**src/rtl/bp_fe_bp_cfg_pkg.sv**
```systemverilog
// Shared types and elaboration helpers for the configurable two-level
// branch direction predictors.
package bp_fe_bp_cfg_pkg;

    typedef enum logic [1:0] {
        bp_mode_local_e  = 2'd0,
        bp_mode_global_e = 2'd1,
        bp_mode_gshare_e = 2'd2
    } bp_mode_e;

    // gshare folds the history into the branch index; the other modes append it.
    function automatic int pht_idx_width(bp_mode_e mode, int idx_w, int n_hist);
        return (mode == bp_mode_gshare_e) ? idx_w : idx_w + n_hist;
    endfunction

    // Weakly-not-taken: the largest value whose MSB is still clear.
    function automatic int cnt_reset_val(int bits);
        return (1 << (bits - 1)) - 1;
    endfunction

endpackage

```
**src/rtl/bp_fe_bp_pht.sv**
```systemverilog
// Pattern history table: array of saturating counters with one registered
// read port and one saturating update port.
module bp_fe_bp_pht
    import bp_fe_bp_cfg_pkg::*;
#(
    parameter int idx_width_p = 4,
    parameter int cnt_width_p = 2
) (
    input  logic                   clk_i,
    input  logic                   reset_n_i,
    input  logic                   r_v_i,
    input  logic [idx_width_p-1:0] r_idx_i,
    input  logic                   w_v_i,
    input  logic [idx_width_p-1:0] w_idx_i,
    input  logic                   taken_i,
    output logic                   predict_v_o,
    output logic                   predict_o
);

    localparam int                     entries_lp = 1 << idx_width_p;
    localparam logic [cnt_width_p-1:0] cnt_rst_lp = cnt_width_p'(cnt_reset_val(cnt_width_p));
    localparam logic [cnt_width_p-1:0] cnt_max_lp = '1;
    localparam logic [cnt_width_p-1:0] cnt_one_lp = cnt_width_p'(1);

    logic [cnt_width_p-1:0] cnt_q [entries_lp];
    logic [cnt_width_p-1:0] w_cnt;

    assign w_cnt = cnt_q[w_idx_i];

    // NOTE: the table is reset as flops rather than a RAM because an
    // asserted reset must return every counter to weak-NT at once.
    always_ff @(posedge clk_i or negedge reset_n_i) begin
        if (!reset_n_i) begin
            for (int i = 0; i < entries_lp; i++) begin
                cnt_q[i] <= cnt_rst_lp;
            end
        end else if (w_v_i) begin
            if (taken_i && (w_cnt != cnt_max_lp)) begin
                cnt_q[w_idx_i] <= w_cnt + cnt_one_lp;
            end else if (!taken_i && (w_cnt != '0)) begin
                cnt_q[w_idx_i] <= w_cnt - cnt_one_lp;
            end
        end
    end

    // NOTE: non-blocking updates mean a same-cycle read samples the counter
    // as it was before this edge's update, giving read-before-write for free.
    always_ff @(posedge clk_i or negedge reset_n_i) begin
        if (!reset_n_i) begin
            predict_v_o <= 1'b0;
            predict_o   <= 1'b0;
        end else begin
            predict_v_o <= r_v_i;
            if (r_v_i) begin
                predict_o <= cnt_q[r_idx_i][cnt_width_p-1];
            end
        end
    end

endmodule

```
**src/rtl/bp_fe_bp_two_level_cfg.sv**
```systemverilog
// Configurable two-level direction predictor: local, global or gshare
// history selects a counter in a shared pattern history table.
module bp_fe_bp_two_level_cfg
    import bp_fe_bp_cfg_pkg::*;
#(
    parameter int bht_idx_width_p   = 2,
    parameter int bp_cnt_sat_bits_p = 2,
    parameter int bp_n_hist         = 2,
    parameter int mode_p            = 0
) (
    input  logic                       clk_i,
    input  logic                       reset_n_i,
    input  logic                       w_v_i,
    input  logic [bht_idx_width_p-1:0] idx_w_i,
    input  logic                       taken_i,
    input  logic                       r_v_i,
    input  logic [bht_idx_width_p-1:0] idx_r_i,
    output logic                       predict_v_o,
    output logic                       predict_o
);

    localparam bp_mode_e mode_lp   = bp_mode_e'(mode_p[1:0]);
    localparam int       pht_w_lp  = pht_idx_width(mode_lp, bht_idx_width_p, bp_n_hist);
    localparam int       hist_n_lp = (mode_lp == bp_mode_local_e) ? (1 << bht_idx_width_p) : 1;

    if (mode_p < 0 || mode_p > 2) begin : g_bad_mode
        $error("bp_fe_bp_two_level_cfg: mode_p must be 0, 1 or 2");
    end
    if (mode_p == 2 && bp_n_hist > bht_idx_width_p) begin : g_bad_gshare
        $error("bp_fe_bp_two_level_cfg: gshare needs bp_n_hist <= bht_idx_width_p");
    end
    if (bp_n_hist < 1 || bp_cnt_sat_bits_p < 1) begin : g_bad_width
        $error("bp_fe_bp_two_level_cfg: history and counter widths must be >= 1");
    end

    logic [bp_n_hist-1:0] hist_q [hist_n_lp];
    logic [bp_n_hist-1:0] r_hist;
    logic [bp_n_hist-1:0] w_hist;
    logic [bp_n_hist-1:0] w_hist_next;
    logic [pht_w_lp-1:0]  r_pht_idx;
    logic [pht_w_lp-1:0]  w_pht_idx;

    if (bp_n_hist == 1) begin : g_shift_1
        assign w_hist_next = taken_i;
    end else begin : g_shift_n
        assign w_hist_next = {w_hist[bp_n_hist-2:0], taken_i};
    end

    if (mode_lp == bp_mode_local_e) begin : g_local_hist
        assign r_hist = hist_q[idx_r_i];
        assign w_hist = hist_q[idx_w_i];

        always_ff @(posedge clk_i or negedge reset_n_i) begin
            if (!reset_n_i) begin
                for (int i = 0; i < hist_n_lp; i++) begin
                    hist_q[i] <= '0;
                end
            end else if (w_v_i) begin
                hist_q[idx_w_i] <= w_hist_next;
            end
        end
    end else begin : g_global_hist
        assign r_hist = hist_q[0];
        assign w_hist = hist_q[0];

        always_ff @(posedge clk_i or negedge reset_n_i) begin
            if (!reset_n_i) begin
                hist_q[0] <= '0;
            end else if (w_v_i) begin
                hist_q[0] <= w_hist_next;
            end
        end
    end

    // The update index is built from the pre-update history on purpose.
    if (mode_lp == bp_mode_gshare_e) begin : g_idx_gshare
        assign r_pht_idx = idx_r_i ^ bht_idx_width_p'(r_hist);
        assign w_pht_idx = idx_w_i ^ bht_idx_width_p'(w_hist);
    end else begin : g_idx_concat
        assign r_pht_idx = {idx_r_i, r_hist};
        assign w_pht_idx = {idx_w_i, w_hist};
    end

    bp_fe_bp_pht #(
        .idx_width_p (pht_w_lp),
        .cnt_width_p (bp_cnt_sat_bits_p)
    ) u_pht (
        .clk_i       (clk_i),
        .reset_n_i   (reset_n_i),
        .r_v_i       (r_v_i),
        .r_idx_i     (r_pht_idx),
        .w_v_i       (w_v_i),
        .w_idx_i     (w_pht_idx),
        .taken_i     (taken_i),
        .predict_v_o (predict_v_o),
        .predict_o   (predict_o)
    );

endmodule

```
**config.mk**
```make
export PLATFORM = sky130hd
export DESIGN_NAME = bp_fe_bp_two_level_cfg
export DESIGN_NICKNAME = d
export VERILOG_FILES = /design/src/rtl/bp_fe_bp_cfg_pkg.sv /design/src/rtl/bp_fe_bp_pht.sv /design/src/rtl/bp_fe_bp_two_level_cfg.sv
export SDC_FILE = /design/constraint.sdc
export NUM_CORES = 1
export LEC_CHECK = 0
export ABC_AREA = 1
export CAP_MARGIN = 20
export CORE_ASPECT_RATIO = 1.75
export CORE_MARGIN = 5
export CORE_UTILIZATION = 54
export DETAILED_ROUTE_END_ITERATION = 7
export PLACE_DENSITY_LB_ADDON = 0.15
export SYNTH_ARGS = -nofsm -noshare
export SYNTH_HDL_FRONTEND = slang
export SYNTH_HIERARCHICAL = 1
export SYNTH_SLANG_ARGS = --single-unit
```
**constraint.sdc**
```tcl
create_clock -name clk_i -period 4.25 [get_ports clk_i]
set_input_delay 1.275 -clock clk_i [delete_from_list [all_inputs] [get_ports clk_i]]
set_output_delay 1.275 -clock clk_i [all_outputs]
set_load 0.02 [all_outputs]
```
==> reports/metrics.csv <==
stage;metric;value;unit
sta;fmax;0.252;GHz
sta;slew_violations;0;
worst_hold_path;hold_class;register to register;
placement;placed_area;0.00269;sq mm
yosys;syn_area;0.00243;sq mm
yosys;synth_mux_area_frac;0;
floorplanning;fp-row-count;32;
finish;fillers;414;
critical_path;crit_fanout;10;
cts;clkTransAtPathRegs;80;ps
sta;hold_viol;0;
cts;cts-hold-fix-buffers;0;
floorplanning;die_h;98.8;microns
yosys;syn-instance-count;354;
critical_path;critical_path_buf_inv_count;7;
cts;cts_resized;0;
detailed_routing;first_pass_iters;4;
yosys;synthesis.nets;365;
critical_path;path_depth;24;
yosys;synthSimpleGateAreaFrac;0.377;
global_route;track_usage;0.232;
yosys;synth_cell_type_count;26;
detailed_routing;routed.top_layer;met4;
critical_path;path_cells;clkdlybuf4s50_1 -> inv_2 -> nand2_1 -> nand2_1 -> nand2_2 -> nand2_4 -> buf_4 -> nand2_1 -> inv_2 -> a22oi_1 -> nand2_1 -> nand2_1 -> nand2_1 -> inv_1 -> nand2_1 -> ha_1 -> inv_1 -> nand2_1 -> nand2_1 -> nand2_1 -> buf_4 -> nor2_1 -> nor2_1 -> a21oi_1;
pwr;ir_worst_vdd;0.000321;V
yosys;synth_fa_ha_area_frac;0.0103;
cts;post_cts_buffers;0;
sta;skew;5.41;ps
placement;gp_congestion;0.901;
detailed_routing;vias_per_cell;5.19;
critical_path;cp_slowest_stage_delay;590;ps
global_route;grt_pass1_vias;2295;
pwr;p_leak;1.43;nW
outcome;status;finished, final reports clean;
finish;final_common_cell;nand2_1;
sta;tns;0;ps
cts;htree_levels;2;
yosys;yosys.area.top_type_share;0.267;
yosys;synth_xor_area_frac;0.00360;
floorplanning;die_w;60.8;microns
detailed_routing;vias;2256;
sta;setup_viol;0;
cts;cts_buffer_depth;2;
critical_path;critPathKind;input port to register;
yosys;ys_seq_elements;42;
finish;final_cell_mix;159 x nand2_1, 37 x nor2_1, 26 x dfrtp_1;
detailed_routing;drc;0;
yosys;synth_top_area_cell;dfrtp_1;
yosys;synth_top_family_by_area;simple AND/OR/NAND/NOR gates;
pwr;p_per_area;583;mW/mm^2
critical_path;startpoint_type;input port;
worst_hold_path;hold_depth;2;
global_route;grt_antenna_before_repair;0;
cts;cts_tree;built;
sta;fin_crit;3960;ps
sta;worst_pin_slew;886;ps
global_route;grt_start_max_net_pins;43;
floorplanning;die-area;0.00600;sq mm
yosys;syn_avg_cell_area;6.88;sq um
cts;cts_root_buffer;clkbuf_8;
detailed_routing;drt-met1-wl;2.53;mm
critical_path;cp.required;4470;ps
run;cap_violations;0;
finish;nets;394;
sta;timing.slew.headroom;0.409;
global_route;grt_overflow;0;
cts;clk-insertion-delay-late;300;ps
detailed_routing;dr_wl_met2;3.41;mm
finish;area_growth;14.2;%
yosys;yosysWarnings;6;
finish;final_core_util;0.632;
placement;numPortBuffers;10;
sta;timing.hold.ws;475;ps
finish;design_area;0.00278;sq mm
yosys;seq_area_frac_synth;0.440;
critical_path;critPathTopFamily;simple AND/OR/NAND/NOR gates;
critical_path;cpMaxStageDelayCell;clkdlybuf4s50_1;
finish;layout-drive-gt1-share;0.151;
finish;diodes;0;
cts;clock_sink_count;42;
cts;cts_buffers;5;
floorplanning;ios;11;
floorplanning;initial_core_util;0.553;
sta;min_period_over_period;0.933;
floorplanning;core;0.00440;sq mm
detailed_routing;wire_per_inst;14.6;microns
yosys;synth_compound_area_frac;0.102;
yosys;synth_area_leaders;dfrtp_1 27%, nand2_1 25%, dfstp_2 17%, nor2_1 5.7%, o21ai_0 4.3%;
placement;hpwl;4.87;mm
detailed_routing;drt-total-wl;6.36;mm
global_route;grt_pass1_wl;10.4;mm
critical_path;cp_common_cell;nand2_1;
detailed_routing;first_iter_violations;114;
detailed_routing;routed-wl-met3;238;microns
detailed_routing;drtAntennaViolNets;0;
critical_path;r2r_cells;22;
critical_path;endpoint_kind;register;
critical_path;arrival;4190;ps
sta;rsz0062_at_grt;no;
## Yosys cell counts, drive strengths merged
cell	n
dfrtp	26
or2	1
inv	26
dfstp	16
a21oi	14
clkbuf	2
ha	2
nand3	17
buf	7
clkinv	1
xnor2	1
nand4	2
nor3	1
nor2	42
o21ai	24
nand2	164
a22oi	6
o22ai	2
## stage by stage
stage | std cells | total power, mW | worst slack [ps]
detailed placement | 427 | 1.36 | 15.3
global placement | 427 | 1.35 | 62.0
CTS | 435 | 1.62 | 308
floorplan | 354 | 1.12 | 743
finish | 435 | 1.62 | 285
global route | 435 | 1.75 | 7.59
## worst register-to-register path, stage by stage (launching register included)
cell and delay (ps):
dfrtp_1 420, nand2_1 80, nand2_1 60, nand2_2 80, nand2_4 70, buf_4 160, nand2_1 110, inv_2 90
a22oi_1 180, nand2_1 80, nand2_1 60, nand2_1 70, inv_1 50, nand2_1 60, ha_1 180, inv_1 50
nand2_1 70, nand2_1 70, nand2_1 100, buf_4 190, nor2_1 250, nor2_1 70, a21oi_1 110
## layout make-up
cell class | count | area, sq um | share of cell area
well taps | 51 | 63.8 | 0.0229
flip-flops and latches | 42 | 1070 | 0.385
clock buffers | 6 | 72.6 | 0.0261
repair buffers | 31 | 255 | 0.0918
clock inverters | 2 | 13.8 | 0.00495
inverters | 27 | 101 | 0.0364
multi-input cells | 276 | 1200 | 0.433
## layer usage
layer	vias to the layer above	track usage
met4	0	0.0952
li1	1165	-
met3	15	0.0354
met1	1022	0.262
met2	54	0.414
met5	-	0
## where the power goes
part           internal, mW  total, mW  switching [mW]
sequential            0.599      0.717           0.118
combinational         0.256      0.650           0.394
clock                 0.116      0.253           0.137
## path summary, 6_finish.rpt
path	start	end	slack [ps]
setup / recovery	idx_w_i[0]	u_pht/cnt_q[21]	290
hold / removal	register	register	470
setup reg to reg	hist_q[0]	u_pht/cnt_q[21]	1510
hold reg to reg	register	register	470
max in group asynchronous	reset_n_i	u_pht/cnt_q[25]	2600
min in group asynchronous	reset_n_i	hist_q[1]	1090
## cells by family after synthesis
logic type / count (synthesis)
DFF: 42
and+or+nand+nor: 227
adders and majority gates: 2
xor gates and xnor gates: 1
AOI/OAI and AO/OA: 46
buffers and inverters: 36
No activity file was read; power rests on OpenSTA's default activity.
